==> src/rtl/ps2_key_decoder.sv <==
// PS/2 keyboard receiver and scan-code set 2 decoder producing held-key level flags
// for the ship controller (forward / rotate / shoot).
module ps2_key_decoder #(
    parameter int SYNC_STAGES    = 2,
    parameter int TIMEOUT_CYCLES = 10000
) (
    input  logic       clk,
    input  logic       reset,
    input  logic       ps2_clk,
    input  logic       ps2_dat,
    output logic       forward,
    output logic       rotate_left,
    output logic       rotate_right,
    output logic       shoot,
    output logic [7:0] scan_code,
    output logic       scan_valid,
    output logic       frame_err
);
    localparam int WD_W = $clog2(TIMEOUT_CYCLES);

    // held bit positions: W, Up, A, Left, D, Right, Space
    localparam int H_W = 0, H_UP = 1, H_A = 2, H_LEFT = 3, H_D = 4, H_RIGHT = 5, H_SPACE = 6;

    typedef enum logic [1:0] {IDLE, EXT, BRK, EXT_BRK} state_t;

    logic [SYNC_STAGES-1:0] clk_sync, dat_sync;
    logic                   clk_prev;
    logic                   fall_p0;
    logic [10:0]            shift_p0;
    logic [3:0]             bit_cnt;
    logic [WD_W-1:0]        wd_cnt;
    logic                   timeout;
    logic                   vld_p1;
    state_t                 state_q, state_nxt;
    logic [6:0]             held_q, held_nxt;

    function automatic logic frame_ok(input logic [10:0] f);
        return (f[0] == 1'b0) && (f[10] == 1'b1) && (^f[9:1] == 1'b1);
    endfunction

    function automatic logic [6:0] base_mask(input logic [7:0] c);
        logic [6:0] m;
        m = '0;
        case (c)
            8'h1D: m[H_W]     = 1'b1;
            8'h1C: m[H_A]     = 1'b1;
            8'h23: m[H_D]     = 1'b1;
            8'h29: m[H_SPACE] = 1'b1;
            default: m = '0;
        endcase
        return m;
    endfunction

    function automatic logic [6:0] ext_mask(input logic [7:0] c);
        logic [6:0] m;
        m = '0;
        case (c)
            8'h75: m[H_UP]    = 1'b1;
            8'h6B: m[H_LEFT]  = 1'b1;
            8'h74: m[H_RIGHT] = 1'b1;
            default: m = '0;
        endcase
        return m;
    endfunction

    assign fall_p0 = clk_prev & ~clk_sync[SYNC_STAGES-1];
    assign timeout = (bit_cnt != 4'd0) && !fall_p0 &&
                     (wd_cnt == WD_W'(TIMEOUT_CYCLES - 1));

    // stage p0: synchronise pins, detect falls, count bits, watchdog
    always_ff @(posedge clk) begin
        if (!reset) begin
            clk_sync   <= '1;
            dat_sync   <= '1;
            clk_prev   <= 1'b1;
            bit_cnt    <= 4'd0;
            wd_cnt     <= '0;
            vld_p1     <= 1'b0;
            scan_code  <= 8'h00;
            scan_valid <= 1'b0;
            frame_err  <= 1'b0;
        end else begin
            clk_sync   <= {clk_sync[SYNC_STAGES-2:0], ps2_clk};
            dat_sync   <= {dat_sync[SYNC_STAGES-2:0], ps2_dat};
            clk_prev   <= clk_sync[SYNC_STAGES-1];
            vld_p1     <= 1'b0;
            scan_valid <= 1'b0;
            frame_err  <= 1'b0;

            if (fall_p0) begin
                if (bit_cnt == 4'd10) begin
                    bit_cnt <= 4'd0;
                    vld_p1  <= 1'b1;
                end else begin
                    bit_cnt <= bit_cnt + 4'd1;
                end
            end else if (timeout) begin
                bit_cnt   <= 4'd0;
                frame_err <= 1'b1;
            end

            if (fall_p0 || bit_cnt == 4'd0 || timeout)
                wd_cnt <= '0;
            else
                wd_cnt <= wd_cnt + WD_W'(1);

            // stage p1: frame check on the completed shift register
            if (vld_p1) begin
                if (frame_ok(shift_p0)) begin
                    scan_code  <= shift_p0[8:1];
                    scan_valid <= 1'b1;
                end else begin
                    frame_err <= 1'b1;
                end
            end
        end
    end

    always_ff @(posedge clk) begin
        if (fall_p0)
            shift_p0 <= {dat_sync[SYNC_STAGES-1], shift_p0[10:1]};
    end

    // stage p2: prefix-tracking decode of the byte in the scan_valid cycle
    always_ff @(posedge clk) begin
        if (!reset) begin
            state_q <= IDLE;
            held_q  <= '0;
        end else begin
            state_q <= state_nxt;
            held_q  <= held_nxt;
        end
    end

    always_comb begin
        state_nxt = state_q;
        held_nxt  = held_q;
        if (scan_valid) begin
            state_nxt = IDLE;
            case (state_q)
                IDLE: begin
                    if (scan_code == 8'hE0)      state_nxt = EXT;
                    else if (scan_code == 8'hF0) state_nxt = BRK;
                    else if (scan_code == 8'hAA) held_nxt  = '0;
                    else                         held_nxt  = held_q | base_mask(scan_code);
                end
                EXT: begin
                    if (scan_code == 8'hF0) state_nxt = EXT_BRK;
                    else                    held_nxt  = held_q | ext_mask(scan_code);
                end
                BRK:     held_nxt = held_q & ~base_mask(scan_code);
                EXT_BRK: held_nxt = held_q & ~ext_mask(scan_code);
                default: state_nxt = IDLE;
            endcase
        end
    end

    assign forward      = held_q[H_W] | held_q[H_UP];
    assign rotate_left  = held_q[H_A] | held_q[H_LEFT];
    assign rotate_right = held_q[H_D] | held_q[H_RIGHT];
    assign shoot        = held_q[H_SPACE];

endmodule
==> config.mk <==
export PLATFORM = sky130hd
export DESIGN_NAME = ps2_key_decoder
export DESIGN_NICKNAME = d
export VERILOG_FILES = /design/src/rtl/ps2_key_decoder.sv
export SDC_FILE = /design/constraint.sdc
export NUM_CORES = 1
export LEC_CHECK = 0
export CORE_ASPECT_RATIO = 1.5
export CORE_UTILIZATION = 55
export CTS_BUF_LIST = sky130_fd_sc_hd__clkbuf_8
export CTS_CLUSTER_SIZE = 30
export DETAILED_ROUTE_END_ITERATION = 16
export PLACE_DENSITY = 0.76
export SLEW_MARGIN = 20
export SYNTH_ARGS = -nofsm -noshare
export SYNTH_HDL_FRONTEND = slang
export SYNTH_SLANG_ARGS = --single-unit
export TNS_END_PERCENT = 10
==> constraint.sdc <==
create_clock -name clk -period 3.9 [get_ports clk]
set_input_delay 0.78 -clock clk [delete_from_list [all_inputs] [get_ports clk]]
set_output_delay 0.78 -clock clk [all_outputs]
set_load 0.01 [all_outputs]
=== After elaboration in Yosys (flattened, before gate mapping) ===
Index checks and enable logic that the tools add are counted.

* Register bits: 54
* Input port bits: 4
* Output and inout bits: 14
* Word-level logic and storage cells: 142

* $add $sub $neg: 2
* Equality and inequality tests: 18
* Multiplexer cells: 80
* Bitwise operators: 13
* Reductions and logical operators: 17

{| class="wikitable"
|+ Operators by type and width
! kind !! number
|-
| $mux 1 || 68
|-
| $mux 7 || 4
|-
| $pmux 7 s4 || 1
|-
| $eq 8x7->1 const B || 3
|-
| $eq 8x8->1 const B || 3
|-
| $eq 8x5->1 const B || 2
|-
| $eq 8x6->1 const B || 2
|-
| $add 14x1->14 const B || 1
|-
| $and 7x7->7 || 2
|-
| $eq 14x14->1 const B || 1
|-
| $not 7->7 || 2
|-
| $or 7x7->7 || 2
|-
| $mux 4 || 3
|-
| $reduce_xor 9->1 || 1
|-
| $mux 2 || 3
|-
| $ne 2x2->1 const B || 3
|-
| $reduce_and 2->1 || 3
|-
| $add 4x1->4 const B || 1
|-
| $eq 2x2->1 const B || 2
|-
| $eq 4x4->1 const B || 1
|-
| $logic_and 1x1->1 || 4
|-
| $logic_not 4->1 || 1
|-
| $pmux 2 s2 || 1
|-
| $reduce_and 4->1 || 1
|-
| other kinds (10) || 15
|}

=== Longest topological paths before layout ===
* Word-level depth: 12
* Gate-level depth with buffers: 7
* Depth with buffers taken out: 7

=== Worst setup path before layout ===
Ideal clock, no wire load.

* Path type: register -> register
* Start: register shift_p0[3]
* End: register scan_code[6]
* Setup time: 0.067 ns
* Data arrival time: 1.598 ns
* Data required time: 3.833 ns
* Setup slack: 2.235 ns
* Cell stages (with the launch flop): 7
* Buffers on the path: 1
* Period minus slack after synthesis: 1.665 ns
* Path through: edfxtp_1 > xor2_1 > xnor3_2 > mux2i_4 > buf_6 > nand3_2 > o21ai_2

* Longest elaborated chain between the ends: 3

{| class="wikitable"
|+ RTL lines
! what !! RTL line !! text
|-
| start, declared || 29 || <nowiki>logic [10:0] shift_p0;</nowiki>
|-
| start signal, assigned || 121 || <nowiki>shift_p0 <= {dat_sync[SYNC_STAGES-1], shift_p0[10:1]};</nowiki>
|-
| $reduce_xor 9->1 || 38 || <nowiki>return (f[0] == 1'b0) && (f[10] == 1'b1) && (^f[9:1] == 1'b1);</nowiki>
|-
| $logic_and 1x1->1 || 38 ||
|-
| $reduce_and 2->1 (no source line) || n/a ||
|-
| end signal, assigned || 110 || <nowiki>scan_code <= shift_p0[8:1];</nowiki>
|-
| end, declared || 15 || <nowiki>output logic [7:0] scan_code,</nowiki>
|}

Every way passes these cells.
A chain may end at the register's enable or synchronous reset.

=== Worst setup path after layout ===
* Start: register scan_code[4]
* End: output port scan_code[4]

No word-level cell between the ends.

==> run metrics <==
crit path DAT 1430 ps; Initial Util 57.5%; final core utilization 64.5%; fin nets 282; RSZ-0062 raised after global routing false; pin count of the biggest net entering global routing 25; clock sinks 54; Clock Latency Late Sink 310 ps; PwrDens 349 nW/um^2; Slew Viols, Final 0; diode count 0; Synth cell types 47; clock skew 5.64 ps; setup violators final 0; hold depth 0; # DRC 0; number of synthesized flops with an enable pin 11; synthesized area per cell 9.54 um^2; Worst setup EP type primary output; layout cells sized above 1 6.55%; Worst Reg-to-Reg Cells 5; Hold Crit Class reg2reg; Async SR Flop Fraction 0%; # port buffers 17; Die W 56.4 um; total core area 4250 um^2; WL final 4.51 mm; clock slew at reported path FFs 100 ps; register bit total from synthesis 54; Crit-path slowest cell clkdlybuf4s50_1; initial antenna violation count 0; Max IR drop VDD 0.000307 V; Die ar. 4720 um^2; routed via count 1870; Crit Path Class reg2out; first-pass GRT wire length 7.86 mm; Syn-to-layout area delta 12.0%; Final Hold Viols 0; WL per Instance 14.1 um; Mapped Cells 256; worst path required time 3120 ps; Initial DRT Pass Iterations 4; Max stage delay on crit path 600 ps; CP Buf/Inv Count 1; Placement Cell Area 2640 um^2; Routability Congestion 0.919; DRT iter0 DRCs 88; final instance area 2740 um^2; delay-heaviest family, CP buffers and inverters; crit-path cells clkdlybuf4s50_1; vias in the first global route 1791; Layout fillers 377; Post-CTS Hold Fix Bufs 0; commonest non-fill, non-tap cell in the layout dfxtp_1; critical path fanouts, max 9; Rel. slew slack 64.5%; GRT Util Overall 21.0%; most frequent cells in the layout dfxtp_1 (43), nor2_1 (26), nand2_1 (24); Startpoint Class register; CTS tree built; HPWL Detailed 3.30 mm; die height 83.6 um; Synth warnings 0; Tcrit/Tclk final 56.6%; prevailing post-synth register cell dfxtp_1; Boundary Pins 18; sequential share of the synthesized area 48.8%; status finished, final reports clean; post-CTS setup buffer count 0; max cap viols 0; Overflow after GRT 0; Fmax 453 MHz; syn_nets 264; vias per inst 5.83; Crit path depth 1; Max Root-Sink Buffers 2; post-route minimum period 2210 ps; htree depth 2; Setup TNS 0 ps; post-CTS resize count 0; Least-Margin Pin Slew 532 ps; clock root cell clkbuf_8; cts bufs inserted 5; leakage power 0.000892 uW; synthesized cell area 2440 um^2; Routed Antenna Nets 0; # rows 29
-- per-stage QoR --
stage	hold slack, ps	setup WS, ps	cells	total power [uW]
floorplan	386	2240	256	630
global placement	389	1700	313	646
detailed placement	393	1660	313	648
CTS	416	1690	321	959
global route	423	1620	321	984
finish	414	1690	321	954
-- layout make-up --
type,count,area (um^2),share of cell area [%]
Sequential cell,54,1190,43.5
Multi-Input combinational cell,187,1190,43.3
Timing Repair Buffer,18,178,6.49
Clock buffer,5,68.8,2.51
Tap cell,46,57.6,2.10
Inverter,8,30.0,1.10
Clock inverter,3,25.0,0.914
-- flip-flops by register name, summed over array words and instances, names as in the netlist --
signal and cells:
held_q 7, scan_valid 1, scan_code 8, dat_sync 2, frame_err 1, vld_p1 1, clk_prev 1, wd_cnt 14
state_q 2, shift_p0 11, bit_cnt 4, clk_sync 2
-- per-layer routing --
metal	vias to the layer above	part of all wire [%]	GRT usage, %	wire length, um
met3	10	2.9	4.19	133
li1	937	-	-	-
met5	-	0	0	0
met4	0	2.9	10.4	131
met2	37	53	38.7	2400
met1	886	41	22.1	1850
-- path summary, 6_finish.rpt --
| kind | endpoint | start | slack [ps] |
|---|---|---|---|
| worst min-delay path | shift_p0[10]$_DFFE_PP_ | dat_sync[1]$_SDFF_PN1_ | 410 |
| worst min register to register | shift_p0[10]$_DFFE_PP_ | dat_sync[1]$_SDFF_PN1_ | 410 |
| worst max register to register | held_q[2]$_SDFFE_PN0P_ | scan_code[2]$_SDFFE_PN0P_ | 2050 |
| worst max-delay path | scan_code[4] | scan_code[4]$_SDFFE_PN0P_ | 1690 |
-- where the power goes --
group / internal, uW / switching, uW / total, uW
clock network: 130 / 190 / 320
logic: 25.2 / 23.9 / 49.0
registers: 579 / 6.38 / 585
-- cell families (layout without fill, tap and decap cells) --
kind of cell | Yosys count | in the layout | synth area share (%)
xor+xnor | 18 | 18 | 7.63
buf+inv | 15 | 34 | 2.66
mux | 6 | 6 | 3.02
fa+ha+maj | 4 | 4 | 2.05
simple gates | 121 | 121 | 27.1
compound gates | 38 | 38 | 8.76
flops | 54 | 54 | 48.8
-- cells in the mapped netlist (2+ instances only) --
cell type	count	area share, %
nand4b_1	2	0.72
nor4_1	4	1.0
xor2_1	8	2.9
nand4_1	5	1.3
edfxtp_1	11	14
a31oi_1	3	0.77
inv_1	8	1.2
or2_2	3	0.77
nand2b_1	10	2.6
and4b_1	2	0.82
nor4bb_1	2	0.82
nand3_1	15	3.1
a21oi_1	13	2.7
and4_1	2	0.72
o21ai_0	14	2.9
o21ai_1	2	0.41
nor4b_1	2	0.72
dfxtp_1	43	35
nor2_1	26	4.0
nand3b_1	3	0.92
nand2_1	24	3.7
xnor2_1	8	2.9
mux2i_1	4	1.6
nor3_1	8	1.6
nand4bb_1	2	0.92
clkbuf_1	5	0.77
and3_1	2	0.51
nor2b_1	3	0.77
ha_1	4	2.0
No activity file was read; power rests on OpenSTA's default activity.
